$ cat src/rtl/sseg_scan.sv
// Four-digit multiplexed seven-segment scanner with blank gaps between digits,
// double-buffered display data and optional leading-zero blanking.
module sseg_scan #(
  parameter int CLK_DIV   = 50000,
  parameter int BLANK_CYC = 500
) (
  input  logic        clk,
  input  logic        rst_n,
  input  logic        load,
  input  logic [15:0] value,
  input  logic [3:0]  dp_in,
  input  logic        blank_lz,
  output logic [3:0]  digit,
  output logic        dp_out,
  output logic [3:0]  an,
  output logic        frame_start
);

  typedef enum logic {BLANK, SHOW} state_t;

  // 20 bits holds the largest legal phase length minus one for either phase
  localparam int CW = 20;
  localparam logic [CW-1:0] SHOW_LAST  = CW'(CLK_DIV - 1);
  localparam logic [CW-1:0] BLANK_LAST = CW'(BLANK_CYC - 1);

  state_t        state;
  logic [CW-1:0] cnt;
  logic [1:0]    idx;

  logic [15:0]   shadow_val;
  logic [3:0]    shadow_dp;
  logic          shadow_blz;
  logic          pending;

  logic [15:0]   active_val;
  logic [3:0]    active_dp;
  logic          active_blz;

  logic [1:0]    next_idx;
  logic          boundary;
  logic [15:0]   nxt_val;
  logic [3:0]    nxt_dp;
  logic          nxt_blz;

  // A position is dark when blanking is on and it and every digit left of it are zero
  function automatic logic pos_blanked(input logic [15:0] v, input logic blz,
                                       input logic [1:0] p);
    logic upper_zero;
    upper_zero = 1'b1;
    for (int k = 0; k < 4; k++) begin
      if (k >= int'(p) && v[4*k +: 4] != 4'h0) upper_zero = 1'b0;
    end
    return blz && (p != 2'd0) && upper_zero;
  endfunction

  // At the frame boundary the idx-0 digit must come from the freshly transferred data
  always_comb begin
    next_idx = idx + 2'd1;
    boundary = (state == SHOW) && (cnt == SHOW_LAST) && (idx == 2'd3);
    nxt_val  = active_val;
    nxt_dp   = active_dp;
    nxt_blz  = active_blz;
    if (boundary && pending) begin
      nxt_val = shadow_val;
      nxt_dp  = shadow_dp;
      nxt_blz = shadow_blz;
    end
  end

  always_ff @(posedge clk or negedge rst_n) begin
    if (!rst_n) begin
      state       <= BLANK;
      cnt         <= '0;
      idx         <= 2'd0;
      an          <= 4'hF;
      digit       <= 4'h0;
      dp_out      <= 1'b0;
      frame_start <= 1'b0;
      shadow_val  <= 16'h0;
      shadow_dp   <= 4'h0;
      shadow_blz  <= 1'b0;
      pending     <= 1'b0;
      active_val  <= 16'h0;
      active_dp   <= 4'h0;
      active_blz  <= 1'b0;
    end else begin
      frame_start <= 1'b0;
      if (load) begin
        shadow_val <= value;
        shadow_dp  <= dp_in;
        shadow_blz <= blank_lz;
        pending    <= 1'b1;
      end
      case (state)
        BLANK: begin
          if (cnt == BLANK_LAST) begin
            state <= SHOW;
            cnt   <= '0;
            an    <= pos_blanked(active_val, active_blz, idx) ? 4'hF
                                                              : ~(4'b0001 << idx);
          end else begin
            cnt <= cnt + 1'b1;
          end
        end
        SHOW: begin
          if (cnt == SHOW_LAST) begin
            state  <= BLANK;
            cnt    <= '0;
            idx    <= next_idx;
            an     <= 4'hF;
            digit  <= nxt_val[{next_idx, 2'b00} +: 4];
            dp_out <= nxt_dp[next_idx] & ~pos_blanked(nxt_val, nxt_blz, next_idx);
            if (boundary) begin
              frame_start <= 1'b1;
              // A load on this same cycle keeps pending set for the following frame
              if (pending) begin
                active_val <= shadow_val;
                active_dp  <= shadow_dp;
                active_blz <= shadow_blz;
                if (!load) pending <= 1'b0;
              end
            end
          end else begin
            cnt <= cnt + 1'b1;
          end
        end
        default: state <= BLANK;
      endcase
    end
  end

endmodule
$ cat config.mk
export PLATFORM = sky130hd
export DESIGN_NAME = sseg_scan
export DESIGN_NICKNAME = d
export VERILOG_FILES = /design/src/rtl/sseg_scan.sv
export SDC_FILE = /design/constraint.sdc
export NUM_CORES = 1
export LEC_CHECK = 0
export ABC_AREA = 1
export CORE_UTILIZATION = 30
export DETAILED_ROUTE_END_ITERATION = 10
export PLACE_DENSITY_LB_ADDON = 0.3
export SETUP_SLACK_MARGIN = 0.1
export SLEW_MARGIN = 0
export SYNTH_ARGS = -nofsm -noshare
export SYNTH_HDL_FRONTEND = slang
export SYNTH_SLANG_ARGS = --single-unit
$ cat constraint.sdc
create_clock -name clk -period 2.5 [get_ports clk]
set_input_delay 0.5 -clock clk [delete_from_list [all_inputs] [get_ports clk]]
set_output_delay 0.5 -clock clk [all_outputs]
set_load 0.02 [all_outputs]
Yosys cells after proc, flatten, opt, wreduce, memory -nomap -nowiden:

Index checks and enable logic that the tools add are counted.
W data, S select, Z words.

* add/sub/neg operators: 2
* reductions and logical operators: 26
* bitwise logic cells: 4
* mux-type cells: 36
* shift operators: 2
* eq/ne operators: 5
* magnitude comparators: 7

Operators with widths (count)
* $mux W20: 2
* $pmux W20 S2: 1
* $reduce_bool A4 Y1: 8
* $mux W1: 25
* $add A20 B1 Y20 const B: 1
* $eq A20 B16 Y1 const B: 1
* $eq A20 B9 Y1 const B: 1
* $mux W16: 1
* $mux W4: 4
* $shiftx A16 B5 Y4: 1
* $logic_and A1 B1 Y1: 13
* $ge A1 B2 Y1 const A: 4
* $pmux W4 S2: 1
* $ge A2 B2 Y1 const A: 2
* $not A4 Y4: 1
* $reduce_and A2 Y1: 2
* $reduce_and A4 Y1: 1
* $reduce_bool A2 Y1: 2
* $shl A1 B2 Y4 const A: 1
* $lt A2 B3 Y1 const B: 1
* $add A2 B1 Y2 const B: 1
* $bmux W1 S2: 1
* $eq A2 B2 Y1 const B: 1
* $ne A2 B1 Y1 const B: 1
* 4 further kinds: 5

* bits of input ports: 24
* register bits: 76
* word-level logic and storage cells: 96
* output and inout bits: 10

Depth between registers and ports, before layout:

Gate-level depths: netlist of the first run.

* depth in word-level cells: 16
* mapped depth: 15
* depth with buffers taken out: 15

Worst setup path before layout of the first run:

OpenSTA, ideal clock, no wires.

* kind: reg2reg
* start: register cnt[0]
* end: register dp_out
* library setup time: 0.116 ns
* arrival time: 1.722 ns
* buffers on the path: 1
* slack: 0.662 ns
* required time: 2.384 ns
* cell stages (with the launch flop): 16
* clock period less this slack: 1.838 ns
* cell sequence: dfrtp_1 -> ha_1 -> nand2_1 -> nor2_4 -> nand3_1 -> nor2_2 -> nand4_2 -> buf_6 -> nand2_1 -> nand2_2 -> nor2_1 -> nand2_1 -> nor2_1 -> nand3_1 -> nand2_1 -> nand2_1

* cells in the longest elaborated chain, start to end: 16
* elaborated cells between the ends (all ways): 27
* classes of those cells: eq/ne: 1; mux: 11; bitwise: 2; reduce/logical: 13

Ends and longest elaborated chain
* start, declared: RTL line 27 `logic [CW-1:0] cnt;`
* start signal, assigned: RTL line 102 `cnt <= cnt + 1'b1;`
* start signal, assigned: RTL line 124 `cnt <= cnt + 1'b1;`
* $eq A20 B16 Y1 *: RTL line 59, 106
* $logic_and A1 B1 Y1 (2 in series): RTL line 59 `boundary = (state == SHOW) && (cnt == SHOW_LAST) && (idx == 2'd3);`
* $logic_and A1 B1 Y1: RTL line 63 `if (boundary && pending) begin`
* $mux W16: RTL line 63
* $reduce_bool A4 Y1: RTL line 51 `if (k >= int'(p) && v[4*k +: 4] != 4'h0) upper_zero = 1'b0;`
* $logic_and A1 B1 Y1: RTL line 51
* $mux W1 (4 in series): RTL line 51
* $mux W1: RTL line 106 `if (cnt == SHOW_LAST) begin`
* $mux W1: RTL line 94 `case (state)`
* $logic_and A1 B1 Y1: RTL line 53 `return blz && (p != 2'd0) && upper_zero;`
* $not A1 Y1: RTL line 112 `dp_out <= nxt_dp[next_idx] & ~pos_blanked(nxt_val, nxt_blz, next_idx);`
* $and A1 B1 Y1: RTL line 112
* end signal, assigned: RTL line 112
* end, declared: RTL line 14 `output logic dp_out,`

Mark *: on every way between the ends. The rest lies on a longest branch, timed or not. The select of a mux whose other input is x is not followed.
A chain may end at the register's enable or synchronous reset.

Worst setup path after layout of the first run:

Ends and elaborated chain as after synthesis.

==> impl_results.rst, run 1 <==
.. list-table::
   :header-rows: 1

   * - Metric
     - Value
   * - Sequential cell area fraction in the yosys report
     - 51.80%
   * - Worst slew slack as a fraction of its limit
     - between 60% and 70%
   * - Most common library cell in the layout ignoring fill and taps
     - nand2_1
   * - Clock transition time at the flip-flop clock pins of the worst setup and hold paths
     - 60 ps
   * - Uppermost layer routed
     - met4
   * - Average cell area after synthesis
     - 8.764 um2
   * - Leading cell types by total area after synthesis
     - dfrtp_1 49%, nand2_1 9.9%, mux2_2 5.2%
   * - Placed inst area
     - 4194 um2
   * - Maximum clock frequency
     - 0.4618 GHz
   * - Antenna cell count
     - 0
   * - Slowest cell on crit path
     - dfrtp_1
   * - LEAKAGE
     - 2.205 nW
   * - Worst VDD drop
     - 0.4114 mV
   * - Post-Route WL
     - 8.273 mm
   * - Number of antenna violations at the first check in global routing
     - 0
   * - Pin count of the biggest net entering global routing
     - 46
   * - Critical path's largest stage delay
     - about 370 ps
   * - Core box area
     - around 12000 um2
   * - Average via count per standard cell
     - 4.780
   * - Chip Width
     - 112.8 um
   * - Count of maximum capacitance violations
     - 0
   * - # hold bufs at CTS
     - 0
   * - Result of the run
     - finished clean
   * - Setup repair after global routing missed its margin
     - yes
   * - Ratio of cells with drive above 1 in the final layout
     - 12.85%
   * - Effective utilization at floorplan
     - 30.77%
   * - Final std cell area, no fill
     - 4579 um2
   * - Signed area change from the synthesized netlist to the final layout
     - 24.41%
   * - Cell Pwr Density
     - approximately 630 nW/um2
   * - Die Y
     - 112.8 um
   * - GPL Wtd Cong
     - 0.8903
   * - Vias in the first global route
     - approximately 3000
   * - Count of clock tree sinks
     - 76
   * - Final setup vio count
     - 0
   * - Std cell rows
     - 40
   * - Most common cell type on the critical path
     - nand2_1
   * - Length of routed met2 wiring
     - 4.044 mm
   * - Die area
     - roughly 13000 um2
   * - Cell area after synthesis
     - 3681 um2
   * - Worst-case clock skew
     - 8.528 ps
   * - Final Hold Fails
     - 0
   * - TritonCTS clock tree
     - done
   * - Distinct cell type count of the synthesized netlist
     - 37
   * - CTS buffer count
     - 9
   * - Via count of the routed design
     - 2935
   * - Launching element type of the critical path
     - flop
   * - Initial detailed-routing violation count
     - approximately 160
   * - Arr. time, crit path
     - 2400 ps
   * - Detailed-route DRC error count
     - 0
   * - Critical path required time
     - 2730 ps
   * - Worst setup path category
     - reg -> reg
   * - Root cell of the clock tree
     - clkbuf_16
   * - Most used cells in the layout excluding fill and tap cells
     - 96 x nand2_1, 72 x dfrtp_1, 50 x nor2_1
   * - Final Util
     - 38.28%
   * - Maximum fanout count along the critical path
     - 7
   * - Residual antenna-violating net count after detailed routing
     - 0
   * - Sum of negative setup slack
     - 0 ps
   * - Max Transition Viols Final
     - 0
   * - Aggregate global-route resource usage
     - 14.29%
   * - Count of state elements after synthesis
     - 76
   * - Drt first pass iters
     - 6
   * - Tightest Hold Check Type
     - in -> async
   * - Number of I/O pins
     - 34
   * - Period utilization
     - 86.62%
   * - Clk buf depth
     - 2
   * - Filler cell count
     - 1190
   * - Instance count on the critical path
     - 14
   * - Buffers on Ports
     - 33
   * - Final period demand of the worst path
     - between 2000 and 2500 ps
   * - WL per Instance
     - 13.47 um
   * - Cell type with the largest total area after synthesis
     - dfrtp_1
   * - Net count after synthesis
     - 450
   * - Post-DP HPWL
     - 6.232 mm
   * - Post-synth top area share
     - 48.95%
   * - Mapped Cells
     - 420
   * - Worst slew pin tran
     - 581.3 ps
   * - Cell family with most CP delay
     - simple AND/OR/NAND/NOR gates
   * - Worst Reg2Reg Path Length in Cells
     - 14
   * - H-tree lvl count
     - 3
   * - Wire length on met3
     - 309 um
   * - Remaining global-route overflow
     - 0
   * - Worst skew pair latency
     - 340 ps
   * - Worst setup EP type
     - flop
   * - Final net count
     - 492
   * - Buffer and inverter count on the worst path
     - 1
   * - First-pass GRT wire length
     - between 10 and 15 mm
   * - Chain of cells forming the critical path
     - ha_1 > nand2_1 > nor2_4 > nand3_1 > nor2_2 > nand4_4 > buf_4 > nand2_1 > o21a_1 > nand2_1 > nor2_1 > nand3_1 > nand2_1 > nand2_1
   * - Yosys warning total
     - 0
   * - Routed length on met1
     - 3.827 mm
[report_power, final]
group	leakage [nW]	switching, mW	internal (mW)
clock	0.170	0.521	0.982
sequential	0.982	0.0172	1.26
combinational	1.05	0.0458	0.0615
[layout make-up]
cell class	count	area, um2	share of cell area, %
multi-input combinational	280	1535	33.52
inverter	53	198.9	4.344
tap	147	183.9	4.016
clock inverter	7	121.4	2.650
sequential	76	1907	41.64
clock buffer	9	225.2	4.918
timing repair buffer	42	407.9	8.907
[worst reg2reg max path, cell delays in order, from the launching register on]
cell     delay, ps
dfrtp_1        370
ha_1           210
nand2_1        110
nor2_4         140
nand3_1        110
nor2_2         190
nand4_4        160
buf_4          210
nand2_1         60
o21a_1         140
nand2_1         50
nor2_1         130
nand3_1         80
nand2_1         60
nand2_1         40
[repair_timing]
action,CTS,global route
endpoints found under the setup margin,1,4
gates resized for setup,1,2
endpoints found under the hold margin,0,0
setup buffers,0,3
[per-stage QoR]
step / hold WS (ps) / std cells / worst slack (ps) / total power, mW
floorplan: 204.4 / 420 / 661.7 / 1.338
global placement: 442.4 / 595 / 194.1 / 1.412
detailed placement: 458.3 / 595 / 111.5 / 1.416
CTS: 185.1 / 611 / 233.5 / 2.935
global route: 221.9 / 614 / 78.92 / 2.994
finish: 164.6 / 614 / 334.5 / 2.891
[cell usage after synthesis]
library cell  number
a21oi_1            6
a31oi_1            2
a41oi_1            3
buf_2              3
buf_4              1
buf_6              1
clkbuf_1           6
clkinv_1           1
dfrtp_1           72
dfstp_2            4
ha_1               6
inv_1             48
inv_2              4
mux2_2            17
nand2_1           97
nand2_2            1
nand3_1           24
nand4_1           19
nand4_2            1
nor2_1            50
nor2_2             3
nor2_4             2
nor3_1             5
nor3b_1            1
nor4_1             5
o2111ai_1          1
o211ai_1           5
o21a_1             3
o21ai_0           11
o21ai_1            2
o21ai_2            1
o21bai_1           2
o31ai_1            1
o41ai_1            1
or4_1              1
xnor2_1            3
xor2_1             7
[worst paths after layout]
check | startpoint | slack (ps) | end
max | cnt[0] | 330 | dp_out
min reg2reg | cnt[0] | 470 | cnt[0]
min | rst_n | 160 | cnt[6]
max reg2reg | cnt[0] | 330 | dp_out
min in group clk | cnt[0] | 470 | cnt[0]
max in group asynchronous | rst_n | 1750 | active_dp[2]
[cell families (layout without fill, tap and decap cells)]
family	Yosys count	in the layout	synth area share, %
AND/OR/NAND/NOR	209	209	25.05
multiplexers	17	17	5.200
AO/OA/AOI/OAI	38	38	6.594
buffers and inverters	64	111	6.934
XOR/XNOR	10	10	2.379
flip-flops	76	76	51.80
adder cells (fa/ha/maj)	6	6	2.039
[metal layers]
layer	GRT usage (%)	up-vias
li1	-	1463
met1	17.70	1408
met2	23.50	56
met3	4.660	8
met4	4.800	0
met5	0	-
[state kept, by name, summed over array words and instances, names as in the netlist]
| name | count |
|---|---|
| active_dp | 4 |
| shadow_dp | 4 |
| shadow_blz | 1 |
| state | 1 |
| idx | 2 |
| pending | 1 |
| active_blz | 1 |
| cnt | 20 |
| frame_start | 1 |
| dp_out | 1 |
| digit | 4 |
| shadow_val | 16 |
| an | 4 |
| active_val | 16 |
(Power assumes the default switching activity.)
==> inputs of run 2 (changes only) <==
--- a/config.mk
+++ b/config.mk
@@ -7,6 +7,8 @@
 export LEC_CHECK = 0
 export ABC_AREA = 1
 export CORE_UTILIZATION = 30
+export CTS_BUF_LIST = sky130_fd_sc_hd__clkbuf_8
+export CTS_CLUSTER_DIAMETER = 60
 export DETAILED_ROUTE_END_ITERATION = 10
 export PLACE_DENSITY_LB_ADDON = 0.3
 export SETUP_SLACK_MARGIN = 0.1
==> impl_results.rst, run 2 (synthesis gave the netlist of run 1 again) <==
.. list-table::
   :header-rows: 1

   * - Metric
     - Value
   * - H-tree lvl count
     - 3
   * - Final setup vio count
     - 0
   * - Post-Route WL
     - 8.285 mm
   * - Maximum fanout count along the critical path
     - 12
   * - Slowest cell on crit path
     - ha_1
   * - Crit path launch
     - idx[0]
   * - Final net count
     - 492
   * - Cell family with most CP delay
     - buffers and inverters
   * - Vias in the first global route
     - 2917
   * - Chain of cells forming the critical path
     - buf_4 > clkinv_1 > ha_1 > inv_1 > a31oi_1 > o21ai_0 > a21oi_1
   * - Total area of multi-input combinational cells
     - ~1500 um2
   * - WL per Instance
     - 13.49 um
   * - Largest register by flop count
     - cnt
   * - Number of antenna violations at the first check in global routing
     - 0
   * - Most common library cell in the layout ignoring fill and taps
     - nand2_1
   * - Number of I/O pins
     - 34
   * - Remaining global-route overflow
     - 0
   * - Clock transition time at the flip-flop clock pins of the worst setup and hold paths
     - 90 ps
   * - Cell count after placement
     - 595
   * - Worst slew slack as a fraction of its limit
     - 61.01%
   * - Detailed-route DRC error count
     - 0
   * - Antenna cell count
     - 0
   * - Maximum clock frequency
     - 0.4599 GHz
   * - Final std cell area, no fill
     - 4489 um2
   * - LEAKAGE
     - ~2.2 nW
   * - Worst setup path category
     - reg -> reg
   * - CTS buffer count
     - 9
   * - Post-route insts no fill
     - approximately 610
   * - Overall power consumption
     - approximately 2.5 mW
   * - Buffers on Ports
     - 33
   * - Initial detailed-routing violation count
     - 120
   * - Most used cells in the layout excluding fill and tap cells
     - 96 x nand2_1, 72 x dfrtp_1, 50 x nor2_1
   * - Arr. time, crit path
     - 2470 ps
   * - Max reg flops
     - 20
   * - Period utilization
     - 86.98%
   * - Final period demand of the worst path
     - 2174 ps
   * - Count of maximum capacitance violations
     - 0
   * - Cell Pwr Density
     - 565.5 nW/um2
   * - Core box area
     - 11960 um2
   * - Root cell of the clock tree
     - clkbuf_8
   * - First-pass GRT wire length
     - 13.97 mm
   * - Ratio of cells with drive above 1 in the final layout
     - 13.06%
   * - # hold bufs at CTS
     - 0
   * - Chip Width
     - 112.8 um
   * - Pin count of the biggest net entering global routing
     - 46
   * - Average via count per standard cell
     - 4.739
   * - Signed area change from the synthesized netlist to the final layout
     - 21.96%
   * - Largest regs
     - cnt (20), active_val (16), shadow_val (16)
   * - Worst VDD drop
     - 0.3412 mV
   * - Filler cell count
     - ~1200
   * - Result of the run
     - finished clean
   * - Buffer and inverter count on the worst path
     - 3
   * - Residual antenna-violating net count after detailed routing
     - 0
   * - Worst-case clock skew
     - 11.85 ps
   * - Launching element type of the critical path
     - flop
   * - Worst setup EP type
     - flop
   * - Worst skew pair latency
     - 370 ps
   * - Count of clock tree sinks
     - 76
   * - Max Transition Viols Final
     - 0
   * - Clk buf depth
     - 2
   * - Sum of negative setup slack
     - 0 ps
   * - Final Hold Fails
     - 0
   * - Worst slew pin tran
     - 584.9 ps
   * - Post-DP HPWL
     - 6.232 mm
   * - Drt first pass iters
     - 6
   * - Crit Reg-Reg Startpoint
     - idx[0]
   * - Critical path's largest stage delay
     - 530 ps
   * - Setup repair after global routing missed its margin
     - no
   * - Die area
     - 12720 um2
   * - Tightest Hold Check Type
     - in -> async
   * - Std cell rows
     - 40
   * - Effective utilization at floorplan
     - 30.77%
   * - Placed inst area
     - 4194 um2
   * - Critical path required time
     - between 2000 and 3000 ps
   * - Die Y
     - approximately 110 um
   * - GPL Wtd Cong
     - 0.8903
   * - Aggregate global-route resource usage
     - 14.17%
   * - Via count of the routed design
     - 2910
   * - Sequential cell area
     - 1907 um2
   * - TritonCTS clock tree
     - done
-- run 2: changes by cell type in the layout (fill, tap and decap cells not counted) --
| cell | previous run | this run |
|---|---|---|
| clkbuf_16 | 9 | 0 |
| clkbuf_8 | 0 | 9 |
| nor2_2 | 2 | 1 |
| nor2_4 | 3 | 4 |
| nor4_1 | 5 | 4 |
| nor4_2 | 0 | 1 |
-- run 2: final timing paths --
kind	endpoint	slack, ps	cells after the start
worst max register to register	digit[1]	330	7
max in group asynchronous	active_dp[2]	1780	2
worst min-delay path	cnt[11]	130	1
worst min register to register	cnt[0]	470	1
worst max-delay path	digit[1]	330	7
min in group clk	cnt[0]	470	1
-- run 2: final cells by class --
type / count / area share, %
repair buffers: 42 / 9.086
well taps: 147 / 4.097
inverters: 53 / 4.431
multi-input cells: 280 / 34.45
clock buffers: 9 / 2.759
flip-flops and latches: 76 / 42.47
clock inverters: 7 / 2.703
-- run 2: power breakdown --
group          internal, mW  switching (mW)
clock                 0.670           0.483
sequential             1.26          0.0172
combinational        0.0615          0.0458
-- run 2: repair_timing --
| item | 4_1_cts | 5_1_grt |
|---|---|---|
| pin swaps | 0 | 0 |
| buffers inserted | 0 | 3 |
| gates resized for setup | 1 | 4 |
| setup endpoints to repair | 1 | 5 |
-- run 2: metal layers --
| metal | share of wire (%) | track usage (%) | wire length, um |
|---|---|---|---|
| met3 | 4.3 | 4.821 | 357 |
| met5 | 0 | 0 | 0 |
| met2 | 48 | 23.21 | 4007 |
| met4 | 1.2 | 4.000 | 100 |
| met1 | 46 | 17.80 | 3819 |
-- run 2: worst register-to-register path: cells and delay by family (launching register included) --
family | cells | cell delay [ps]
fa+ha+maj | 1 | 530
compound gates | 3 | 450
buf+inv | 3 | 680
flops | 1 | 440
-- run 2: through the flow --
stage | hold WS (ps) | utilization, % | worst slack (ps)
2_1_floorplan | 204.4 | - | 661.7
3_3_place_gp | 442.4 | 35.06 | 194.1
3_5_place_dp | 458.3 | 35.06 | 111.5
4_1_cts | 149.7 | 37.19 | 231.4
5_1_grt | 177.1 | 37.53 | 101.9
6_report | 132.9 | 37.53 | 325.6
